===== src/rtl/wb_uart_tx_target_pkg.sv =====
// wb_uart_tx_target_pkg
// Shared definitions for the Wishbone UART transmit target: register offsets
// (word index taken from wb_adr_i[3:2]), STATUS/CTRL bit positions, and the
// 2-bit serialiser state encoding.
package wb_uart_tx_target_pkg;

  // Register word offsets (byte addresses 0x0, 0x4, 0x8, 0xC)
  localparam logic [1:0] REG_TXDATA  = 2'd0;
  localparam logic [1:0] REG_STATUS  = 2'd1;
  localparam logic [1:0] REG_CTRL    = 2'd2;
  localparam logic [1:0] REG_DIVISOR = 2'd3;

  // STATUS bit positions
  localparam int STAT_FULL      = 0;
  localparam int STAT_EMPTY     = 1;
  localparam int STAT_BUSY      = 2;
  localparam int STAT_OVF       = 3;
  localparam int STAT_COUNT_LSB = 8;

  // CTRL bit positions
  localparam int CTRL_TX_INT_EN = 0;

  // Serialiser states
  typedef enum logic [1:0] {
    TX_IDLE  = 2'd0,
    TX_START = 2'd1,
    TX_DATA  = 2'd2,
    TX_STOP  = 2'd3
  } tx_state_e;

  // An access is rejected when it is outside the 16-byte window or is not a
  // full-word access.
  function automatic logic is_bad_access(input logic [23:0] adr,
                                         input logic [3:0]  sel);
    return (adr[23:4] != 20'd0) || (sel != 4'b1111);
  endfunction

endpackage


===== src/rtl/wb_uart_tx_target_fifo.sv =====
// sync_fifo_byte
// Synchronous byte FIFO with 2**DEPTH_LOG2 entries. Pointers carry one extra
// wrap bit so full/empty are distinguished and count = wr_ptr - rd_ptr.
// A push while full is accepted when a pop happens on the same edge.
// Ports:
//   clk, rst_n        clock, asynchronous active-low reset (flushes FIFO)
//   push, din[7:0]    write request and data
//   pop               read request; dout shows the head entry combinationally
//   full, empty       status flags
//   count             number of stored bytes, 0..2**DEPTH_LOG2
module sync_fifo_byte
  import wb_uart_tx_target_pkg::*;
#(
  parameter int DEPTH_LOG2 = 4
) (
  input  logic                  clk,
  input  logic                  rst_n,
  input  logic                  push,
  input  logic [7:0]            din,
  input  logic                  pop,
  output logic [7:0]            dout,
  output logic                  full,
  output logic                  empty,
  output logic [DEPTH_LOG2:0]   count
);

  localparam int DEPTH = 1 << DEPTH_LOG2;

  logic [7:0]          mem_q [DEPTH];
  logic [7:0]          mem_d [DEPTH];
  logic [DEPTH_LOG2:0] wr_ptr_q, wr_ptr_d;
  logic [DEPTH_LOG2:0] rd_ptr_q, rd_ptr_d;
  logic                do_push, do_pop;

  assign empty = (wr_ptr_q == rd_ptr_q);
  assign full  = (wr_ptr_q[DEPTH_LOG2] != rd_ptr_q[DEPTH_LOG2]) &&
                 (wr_ptr_q[DEPTH_LOG2-1:0] == rd_ptr_q[DEPTH_LOG2-1:0]);
  assign count = wr_ptr_q - rd_ptr_q;
  assign dout  = mem_q[rd_ptr_q[DEPTH_LOG2-1:0]];

  assign do_pop  = pop & ~empty;
  // When full, the slot being written is the one being popped this edge.
  assign do_push = push & (~full | do_pop);

  always_comb begin
    mem_d    = mem_q;
    wr_ptr_d = wr_ptr_q;
    rd_ptr_d = rd_ptr_q;
    if (do_push) begin
      mem_d[wr_ptr_q[DEPTH_LOG2-1:0]] = din;
      wr_ptr_d = wr_ptr_q + 1'b1;
    end
    if (do_pop) begin
      rd_ptr_d = rd_ptr_q + 1'b1;
    end
  end

  always_ff @(posedge clk or negedge rst_n) begin
    if (!rst_n) begin
      wr_ptr_q <= '0;
      rd_ptr_q <= '0;
      for (int i = 0; i < DEPTH; i++) begin
        mem_q[i] <= 8'h00;
      end
    end else begin
      wr_ptr_q <= wr_ptr_d;
      rd_ptr_q <= rd_ptr_d;
      for (int i = 0; i < DEPTH; i++) begin
        mem_q[i] <= mem_d[i];
      end
    end
  end

endmodule


===== src/rtl/wb_uart_tx_target.sv =====
// wb_uart_tx_target
// Wishbone classic slave that buffers CPU-written bytes in a TX FIFO and
// serialises them as 8N1 on uart_tx_o, with a level "transmit done" interrupt.
// Ports:
//   wb_clk_i, wb_rst_n_i   clock, asynchronous active-low reset
//   wb_adr_i[23:0]         byte address; [3:2] register select, [23:4] must be 0
//   wb_dat_i/wb_dat_o      write / read data (read data is 0 outside ack)
//   wb_sel_i, wb_we_i      byte selects (must be 4'b1111), write enable
//   wb_cyc_i, wb_stb_i     cycle / strobe
//   wb_ack_o, wb_err_o     registered single-cycle responses
//   uart_tx_o              serial output, idle high
//   uart_int_o             tx_int_en & fifo empty & serialiser idle, registered
// Registers: 0x0 TXDATA (W), 0x4 STATUS (R, W1C overflow), 0x8 CTRL, 0xC DIVISOR.
module wb_uart_tx_target
  import wb_uart_tx_target_pkg::*;
#(
  parameter int          FIFO_DEPTH_LOG2 = 4,
  parameter logic [15:0] DIVISOR_RESET   = 16'd433
) (
  input  logic        wb_clk_i,
  input  logic        wb_rst_n_i,
  input  logic [23:0] wb_adr_i,
  input  logic [31:0] wb_dat_i,
  output logic [31:0] wb_dat_o,
  input  logic [3:0]  wb_sel_i,
  input  logic        wb_we_i,
  input  logic        wb_cyc_i,
  input  logic        wb_stb_i,
  output logic        wb_ack_o,
  output logic        wb_err_o,
  output logic        uart_tx_o,
  output logic        uart_int_o
);

  localparam int CW = FIFO_DEPTH_LOG2 + 1;

  // ---------------------------------------------------------------------------
  // Bus handshake: a request is cyc & stb while neither ack nor err is high.
  // Each request gets exactly one of ack/err on the next edge for one cycle;
  // because the response itself masks the request, the response always drops
  // for at least one cycle, giving a minimum of two clocks per access. Write
  // side effects land on the same edge that raises ack.
  // ---------------------------------------------------------------------------
  logic        ack_q, ack_d;
  logic        err_q, err_d;
  logic [31:0] dat_q, dat_d;
  logic        bus_req, bad_access, wr_en, rd_en;
  logic [1:0]  reg_sel;

  logic        ctrl_q, ctrl_d;
  logic [15:0] divisor_q, divisor_d;
  logic        ovf_q, ovf_d;
  logic        int_q, int_d;

  logic          fifo_push, fifo_pop, fifo_full, fifo_empty;
  logic [7:0]    fifo_dout;
  logic [CW-1:0] fifo_count;

  tx_state_e   state_q, state_d;
  logic [15:0] cnt_q, cnt_d;
  logic [2:0]  bit_q, bit_d;
  logic [7:0]  shreg_q, shreg_d;
  logic        tx_q, tx_d;
  logic        busy, bit_end;

  logic [31:0] status_word, rdata;
  logic        unused_ok;

  assign unused_ok = ^{wb_adr_i[1:0], wb_dat_i[31:16]};

  assign bus_req    = wb_cyc_i & wb_stb_i & ~ack_q & ~err_q;
  assign bad_access = is_bad_access(wb_adr_i, wb_sel_i);
  assign reg_sel    = wb_adr_i[3:2];
  assign wr_en      = bus_req & ~bad_access &  wb_we_i;
  assign rd_en      = bus_req & ~bad_access & ~wb_we_i;

  assign fifo_push  = wr_en & (reg_sel == REG_TXDATA);
  assign busy       = (state_q != TX_IDLE);
  assign bit_end    = (cnt_q == 16'd0);

  sync_fifo_byte #(
    .DEPTH_LOG2 (FIFO_DEPTH_LOG2)
  ) u_fifo (
    .clk   (wb_clk_i),
    .rst_n (wb_rst_n_i),
    .push  (fifo_push),
    .din   (wb_dat_i[7:0]),
    .pop   (fifo_pop),
    .dout  (fifo_dout),
    .full  (fifo_full),
    .empty (fifo_empty),
    .count (fifo_count)
  );

  // ---------------------------------------------------------------------------
  // Read mux
  // ---------------------------------------------------------------------------
  always_comb begin
    status_word                          = 32'd0;
    status_word[STAT_FULL]               = fifo_full;
    status_word[STAT_EMPTY]              = fifo_empty;
    status_word[STAT_BUSY]               = busy;
    status_word[STAT_OVF]                = ovf_q;
    status_word[STAT_COUNT_LSB +: CW]    = fifo_count;
  end

  always_comb begin
    rdata = 32'd0;
    case (reg_sel)
      REG_STATUS:  rdata = status_word;
      REG_CTRL:    rdata = {31'd0, ctrl_q};
      REG_DIVISOR: rdata = {16'd0, divisor_q};
      default:     rdata = 32'd0;
    endcase
  end

  // ---------------------------------------------------------------------------
  // Bus response and register updates
  // ---------------------------------------------------------------------------
  always_comb begin
    ack_d     = bus_req & ~bad_access;
    err_d     = bus_req &  bad_access;
    dat_d     = rd_en ? rdata : 32'd0;
    ctrl_d    = ctrl_q;
    divisor_d = divisor_q;
    ovf_d     = ovf_q;
    if (wr_en) begin
      case (reg_sel)
        // A pop on the same edge frees a slot, so that push is not an overflow.
        REG_TXDATA:  if (fifo_full && !fifo_pop) ovf_d = 1'b1;
        REG_STATUS:  if (wb_dat_i[STAT_OVF]) ovf_d = 1'b0;
        REG_CTRL:    ctrl_d = wb_dat_i[CTRL_TX_INT_EN];
        REG_DIVISOR: divisor_d = wb_dat_i[15:0];
        default:     ;
      endcase
    end
    int_d = ctrl_q & fifo_empty & ~busy;
  end

  // ---------------------------------------------------------------------------
  // Serialiser: every state/bit lasts DIVISOR+1 clocks. The down-counter is
  // reloaded only at bit boundaries, so a DIVISOR write takes effect at the
  // next boundary. The shift register is pre-shifted so bit 0 is always the
  // next data bit to send.
  // ---------------------------------------------------------------------------
  always_comb begin
    state_d  = state_q;
    cnt_d    = cnt_q;
    bit_d    = bit_q;
    shreg_d  = shreg_q;
    tx_d     = tx_q;
    fifo_pop = 1'b0;
    case (state_q)
      TX_IDLE: begin
        tx_d = 1'b1;
        if (!fifo_empty) begin
          fifo_pop = 1'b1;
          shreg_d  = fifo_dout;
          cnt_d    = divisor_q;
          state_d  = TX_START;
          tx_d     = 1'b0;
        end
      end
      TX_START: begin
        if (bit_end) begin
          state_d = TX_DATA;
          cnt_d   = divisor_q;
          bit_d   = 3'd0;
          tx_d    = shreg_q[0];
          shreg_d = {1'b0, shreg_q[7:1]};
        end else begin
          cnt_d = cnt_q - 16'd1;
        end
      end
      TX_DATA: begin
        if (bit_end) begin
          cnt_d = divisor_q;
          if (bit_q == 3'd7) begin
            state_d = TX_STOP;
            tx_d    = 1'b1;
          end else begin
            bit_d   = bit_q + 3'd1;
            tx_d    = shreg_q[0];
            shreg_d = {1'b0, shreg_q[7:1]};
          end
        end else begin
          cnt_d = cnt_q - 16'd1;
        end
      end
      TX_STOP: begin
        if (bit_end) begin
          // Back-to-back frames: go straight to START with no idle bit.
          if (!fifo_empty) begin
            fifo_pop = 1'b1;
            shreg_d  = fifo_dout;
            cnt_d    = divisor_q;
            state_d  = TX_START;
            tx_d     = 1'b0;
          end else begin
            state_d = TX_IDLE;
            tx_d    = 1'b1;
          end
        end else begin
          cnt_d = cnt_q - 16'd1;
        end
      end
      default: begin
        state_d = TX_IDLE;
        tx_d    = 1'b1;
      end
    endcase
  end

  always_ff @(posedge wb_clk_i or negedge wb_rst_n_i) begin
    if (!wb_rst_n_i) begin
      ack_q     <= 1'b0;
      err_q     <= 1'b0;
      dat_q     <= 32'd0;
      ctrl_q    <= 1'b0;
      divisor_q <= DIVISOR_RESET;
      ovf_q     <= 1'b0;
      int_q     <= 1'b0;
      state_q   <= TX_IDLE;
      cnt_q     <= 16'd0;
      bit_q     <= 3'd0;
      shreg_q   <= 8'd0;
      tx_q      <= 1'b1;
    end else begin
      ack_q     <= ack_d;
      err_q     <= err_d;
      dat_q     <= dat_d;
      ctrl_q    <= ctrl_d;
      divisor_q <= divisor_d;
      ovf_q     <= ovf_d;
      int_q     <= int_d;
      state_q   <= state_d;
      cnt_q     <= cnt_d;
      bit_q     <= bit_d;
      shreg_q   <= shreg_d;
      tx_q      <= tx_d;
    end
  end

  assign wb_ack_o   = ack_q;
  assign wb_err_o   = err_q;
  assign wb_dat_o   = dat_q;
  assign uart_tx_o  = tx_q;
  assign uart_int_o = int_q;

endmodule

===== config.mk =====
export PLATFORM = sky130hd
export DESIGN_NAME = wb_uart_tx_target
export DESIGN_NICKNAME = d
export VERILOG_FILES = /design/src/rtl/wb_uart_tx_target_pkg.sv /design/src/rtl/wb_uart_tx_target_fifo.sv /design/src/rtl/wb_uart_tx_target.sv
export SDC_FILE = /design/constraint.sdc
export NUM_CORES = 1
export LEC_CHECK = 0
export BUFFER_PORTS_ARGS = -buffer_cell sky130_fd_sc_hd__buf_4
export CORE_MARGIN = 8
export CORE_UTILIZATION = 54
export DETAILED_ROUTE_END_ITERATION = 6
export PLACE_DENSITY = 0.77
export SYNTH_ARGS = -nofsm -noshare
export SYNTH_HDL_FRONTEND = slang
export SYNTH_SLANG_ARGS = --single-unit

===== constraint.sdc =====
create_clock -name wb_clk_i -period 3.4 [get_ports wb_clk_i]
set_clock_uncertainty 0.15 [all_clocks]
set_input_delay 0.34 -clock wb_clk_i [delete_from_list [all_inputs] [get_ports wb_clk_i]]
set_output_delay 0.34 -clock wb_clk_i [all_outputs]
set_load 0.02 [all_outputs]

---- Word level (Yosys, flattened, before mapping) ----
Cells that the tools add are included.
word-level totals
  register bits ........................... 221
  word-level logic and storage cells ...... 140
operators by class
  add/subtract/negate cells ............... 5
  $lt $le $gt $ge ......................... 3
  eq/ne operators ......................... 19
  mux-type cells .......................... 41
  bitwise logic cells ..................... 22
  reduce and logical (&&, ||, !) cells .... 20
operators with widths
  kind                                                                   number
  128-bit bitwise mux                                                    1
  16-bit one-hot mux with 3 select lines                                 2
  8-bit 2-to-1 mux                                                       8
  16-bit 2-to-1 mux                                                      3
  8-bit binary-select mux with 4-bit select                              1
  8-bit demux with 4-bit select                                          1
  32-bit 2-to-1 mux                                                      1
  8-bit one-hot mux with 4 select lines                                  1
  20-bit nonzero test                                                    1
  16-bit zero test                                                       1
  16-bit by 1-bit subtractor with 16-bit output (second input constant)  1
  2-bit != test (second input constant)                                  7
  1-bit AND                                                              12
  4-bit AND reduction                                                    3
  5-bit by 1-bit adder with 5-bit output (second input constant)         2
  5-bit greater-or-equal comparator (second input constant)              2
  1-bit 2-to-1 mux                                                       10
  2-bit 2-to-1 mux                                                       5
  4-bit inverter with 5-bit output                                       2
  3-bit 2-to-1 mux                                                       3
  2-bit equality test (second input constant)                            4
  2-bit one-hot mux with 4 select lines                                  1
  1-bit inverter                                                         7
  3-bit one-hot mux with 2 select lines                                  1
  22 further kinds                                                       30

---- Logic depth before layout (Yosys ltp) ----
  word-level depth ........................ 8
  mapped depth ............................ 11

---- Cells and area by module ----
Synthesis repeated with hierarchy kept, for this count alone.
second synthesis, totals
  cells, all modules ...................... 825
  area, all modules ....................... 10452.5 µm²
by module, submodules not included
  module             instances  cells an instance  area an instance (µm²)  seq. area each (µm²)
  sync_fifo_byte     1          423                6550.0                  3453.3
  wb_uart_tx_target  1          402                3902.5                  1684.1

---- Worst setup path before layout ----
Ideal clock, no wire load.
  kind .................................... register -> register
  start point ............................. reg u_fifo.rd_ptr_q[1]
  end point ............................... reg u_fifo.mem_q[0] (netlist bit)
  library setup time ...................... 125 ps
  data arrival time ....................... 3148 ps
  data required time ...................... 3125 ps
  path slack .............................. -23 ps
  cell stages (with the launch flop) ...... 12
  clock period less this slack ............ 3423 ps
  cell sequence ........................... dfrtp_1 > clkbuf_1 > buf_1 > inv_1 > ha_1 > and4_1 > buf_2 > nand2_1 > a311oi_4 > or3_1 > buf_2 > mux2_2
between the ends
  longest elaborated chain between the ends .. 7
  elaborated cells between the ends (all ways) .. 11
  those cells by class .................... eq/ne: 2; mux: 3; bitwise: 5; reduce/logical: 1
RTL lines
  element                                line                                                RTL
  start, declared                        wb_uart_tx_target_fifo.sv:32                        logic [DEPTH_LOG2:0] rd_ptr_q, rd_ptr_d;
  start signal, assigned                 wb_uart_tx_target_fifo.sv:67                        rd_ptr_q <= rd_ptr_d;
  5-bit equality test                    wb_uart_tx_target_fifo.sv:35                        assign empty = (wr_ptr_q == rd_ptr_q);
  1-bit 2-to-1 mux                       wb_uart_tx_target.sv:156, wb_uart_tx_target.sv:193
  1-bit 2-to-1 mux                       wb_uart_tx_target.sv:191                            if (bit_end) begin
  1-bit one-hot mux with 2 select lines  wb_uart_tx_target.sv:153                            case (state_q)
  1-bit AND                              wb_uart_tx_target_fifo.sv:41                        assign do_pop = pop & ~empty;
  1-bit OR *                             wb_uart_tx_target_fifo.sv:43                        assign do_push = push & (~full | do_pop);
  1-bit AND *                            wb_uart_tx_target_fifo.sv:43
  end signal, assigned by index          wb_uart_tx_target_fifo.sv:69                        mem_q[i] <= mem_d[i];
  end, declared                          wb_uart_tx_target_fifo.sv:29                        logic [7:0] mem_q [DEPTH];
Mark *: on every way between the ends. The rest lies on a longest branch, timed or not.
A chain may end at the register's enable or synchronous reset.

---- Worst setup path after layout ----
  start point ............................. reg u_fifo.wr_ptr_q[2]
  end point ............................... reg u_fifo.mem_q[81] (netlist bit)
between the ends
  longest elaborated chain between the ends .. 7
  elaborated cells between the ends (all ways) .. 18
  those cells by class .................... order compare: 2; eq/ne: 2; mux: 6; bitwise: 6; reduce/logical: 2
RTL lines
  element                                line                                                RTL
  start, declared                        wb_uart_tx_target_fifo.sv:31                        logic [DEPTH_LOG2:0] wr_ptr_q, wr_ptr_d;
  start signal, assigned                 wb_uart_tx_target_fifo.sv:66                        wr_ptr_q <= wr_ptr_d;
  5-bit equality test                    wb_uart_tx_target_fifo.sv:35
  1-bit 2-to-1 mux                       wb_uart_tx_target.sv:156, wb_uart_tx_target.sv:193
  1-bit 2-to-1 mux                       wb_uart_tx_target.sv:191
  1-bit one-hot mux with 2 select lines  wb_uart_tx_target.sv:153
  1-bit AND                              wb_uart_tx_target_fifo.sv:41
  1-bit OR                               wb_uart_tx_target_fifo.sv:43
  1-bit AND                              wb_uart_tx_target_fifo.sv:43
Parallel ways exist; a longest one is shown, timed or not.

==> results.toml <==
[run_status]
outcome = "finished clean"

[critical_path]
worstSetupPathType = "register to register"
worst_ep_arrival_time_ns = 3.27
cp-start-kind = "register"
timing.critical_path.fanout_max = 13
worst-endpoint-required_ns = 3.66
cp_capture_type = "register"

[yosys]
synthesis.area_um2 = 10630
ys_top_cells_by_area = "dfrtp_1 47%, mux2_2 17%, mux4_2 5.5%"
synth_edf_count = 0
yosys_register_bits = 205
yosys.cell_count.top_type = "dfrtp_1"
synth_largest_area_cell = "dfrtp_1"
dominantRegCellSynth = "dfrtp_1"
async_flop_share = 1.000
synth_cell_type_count = 73
part_of_the_yosys_area_used_for_sequential_elements = 0.4834
avgSynthCellArea_um2 = 12.40
gate_count_post_synth = 857
yosysTopAreaCellShare = 0.4686
ys_top_cells_by_count = "199 x dfrtp_1, 162 x mux2_2, 43 x nor2_1"
synth-warning-count = 0

[floorplanning]
io-pin-count = 101
initial_utilization = 0.5479
dieWidth_um = 156.3
die_area_um2 = 24430
die_height_um = 156.3
coreArea_um2 = 19400
rows = 51

[route]
antenna_viol_nets_final = 0
detail_route.first_pass.iterations = 6
detail_route.vias_per_cell = 6.056
drt-total-wl_mm = 26.25
post-route-drc-count = 0
detail_route.wl_per_cell_um = 21.40
drt_first_iter_violations = 609
detailroute.via_count = 7431

[global_route]
maximum_number_of_pins_on_one_net_before_global_route_repair = 74
grt_pass1_vias = 7780
gr-total-overflow = 0
grt_first_pass_wirelength_mm = 42.18
globalRouteTotalUtil = 0.2165
antenna_found_initial = 0

[power]
worst_ir_drop_vdd_uv = 443.4
power.density_nw_per_um2 = 433.9
p_leak_nw = 5.894

[timing]
timing.final.crit_period_ns = 3.009
max_freq_mhz = 332.4
period_share = 0.8850
slew_headroom = 0.4556
tightest_slew_ns = 0.8166
setup-violations-final = 0
fin_worst_hold_slack_ns = 0.03605
grt_setup_unrepaired = "no"
final.setup.tns_ns = 0
drv_slew = 0
timing.final.hold_violations = 0
post-route-worst-setup-slack_ns = 0.3911

[clock_tree]
insertion_delay_ns = 0.52
htreeDepth = 1
clk_transition_reported_paths_ns = 0.06
cts_setup_buffers = 0
cts.repair.resized = 0
ctsHoldBuffers = 13
tritoncts = "done"
cts.sinks = 205
cts-buffers-inserted = 23
cts-root-buf = "clkbuf_16"
clock_path_buffers = 3

[layout]
n_antenna_cell = 0
nNetsFinal = 1029
utilization = 0.6403
multiInputGateArea_um2 = 5129
area_delta_synth_final_pct = 16.87
post_route_cells_drive_above_1_share = 0.3721
filler_cell_count = 1448
ff_latch_area_um2 = 5139

[placed_design]
place.port_buffers = 66
pre_cts_ws_ns = 0.4162
last_weighted_congestion_value_of_the_routability_driven_placer = 0.9230
dpl.hpwl_mm = 17.25

[worst_hold_path]
hold_class = "input pin to register"

[flow_run]
max-cap-violations = 0
layer usage:
layer | wire length, µm | part of all wire | vias to the layer above | GRT usage
li1 | - | - | 3341 | -
met1 | 10780 | 0.41 | 3759 | 0.2768
met2 | 13020 | 0.50 | 274 | 0.3742
met3 | 1701 | 0.065 | 57 | 0.02813
met4 | 753 | 0.029 | 0 | 0.07185
met5 | 0 | 0 | - | 0
final cells by class:
class / instances / share of cell area
clock buffer: 29 / 0.04976
inverter: 19 / 0.005742
clock inverter: 13 / 0.01712
multi-input combinational: 582 / 0.4129
tap: 265 / 0.02669
sequential: 205 / 0.4137
timing repair buffer: 114 / 0.07404
worst max-delay path, cell delays in order (launching register included):
cell and delay, ns:
dfrtp_1 0.49, ha_1 0.40, and4_1 0.24, nand3_1 0.15, nand4_4 0.35, buf_4 0.32, nor3_2 0.24, buf_4 0.20
mux2_2 0.35
per-stage QoR:
step | cells | power, W | instance area (µm²)
2_1_floorplan | 872 | 0.002595 | 10680
3_3_place_gp | 1172 | 0.002715 | 11460
3_5_place_dp | 1172 | 0.002719 | 11460
4_1_cts | 1227 | 0.005435 | 12420
5_1_grt | 1227 | 0.005537 | 12420
6_report | 1227 | 0.005389 | 12420
cells in the final DEF, fill, tap and decap left out, types with 23 or more instances in the layout:
cell type / Yosys / final
dfrtp_1: 199 / 198
mux2_2: 162 / 162
nor2_1: 43 / 43
buf_4: 17 / 98
clkbuf_16: 0 / 23
mux4_2: 26 / 26
nand2_1: 34 / 34
o21ai_0: 28 / 28
a21oi_1: 26 / 26
sequential cells by signal, summed over array words and instances, names as in the netlist:
name,cells
u_fifo.mem_q,128
cnt_q,16
divisor_q,16
wb_dat_o,16
shreg_q,8
u_fifo.rd_ptr_q,5
u_fifo.wr_ptr_q,5
bit_q,3
state_q,2
ctrl_q,1
ovf_q,1
uart_int_o,1
uart_tx_o,1
wb_ack_o,1
wb_err_o,1
cell families (layout without fill, tap and decap cells):
kind of cell,count (synthesis),in the layout,synth area share
AOI/OAI and AO/OA,138,138,0.09218
xor gates and xnor gates,17,17,0.01472
adders and majority gates,19,19,0.02308
buffers and inverters,85,175,0.03932
DFF,205,205,0.4834
muxes,207,207,0.2446
other,1,16,0.0003529
and+or+nand+nor,185,185,0.1023
report_power, final:
| part | total, W | switching [W] | internal [W] | leakage (nW) |
|---|---|---|---|---|
| clock | 0.00270 | 0.00102 | 0.00168 | 0.399 |
| sequential | 0.00245 | 0.00000293 | 0.00245 | 2.82 |
| combinational | 0.000236 | 0.000155 | 0.0000807 | 2.68 |
| total | 0.00539 | 0.00118 | 0.00421 | 5.89 |
path summary, 6_finish.rpt:
check	slack [ns]	end	cells past startpoint	startpoint
worst max-delay path	0.39	u_fifo.mem_q[81]	8	u_fifo.wr_ptr_q[2]
worst min-delay path	0.04	wb_dat_o[12]	3	wb_adr_i[3]
worst max register to register	0.39	u_fifo.mem_q[81]	8	u_fifo.wr_ptr_q[2]
worst min register to register	0.35	u_fifo.mem_q[7]	1	u_fifo.mem_q[7]
max in group asynchronous	1.74	divisor_q[15]	4	wb_rst_n_i
min in group asynchronous	0.24	wb_ack_o	2	wb_rst_n_i
Power figures use the tool's default switching activity.
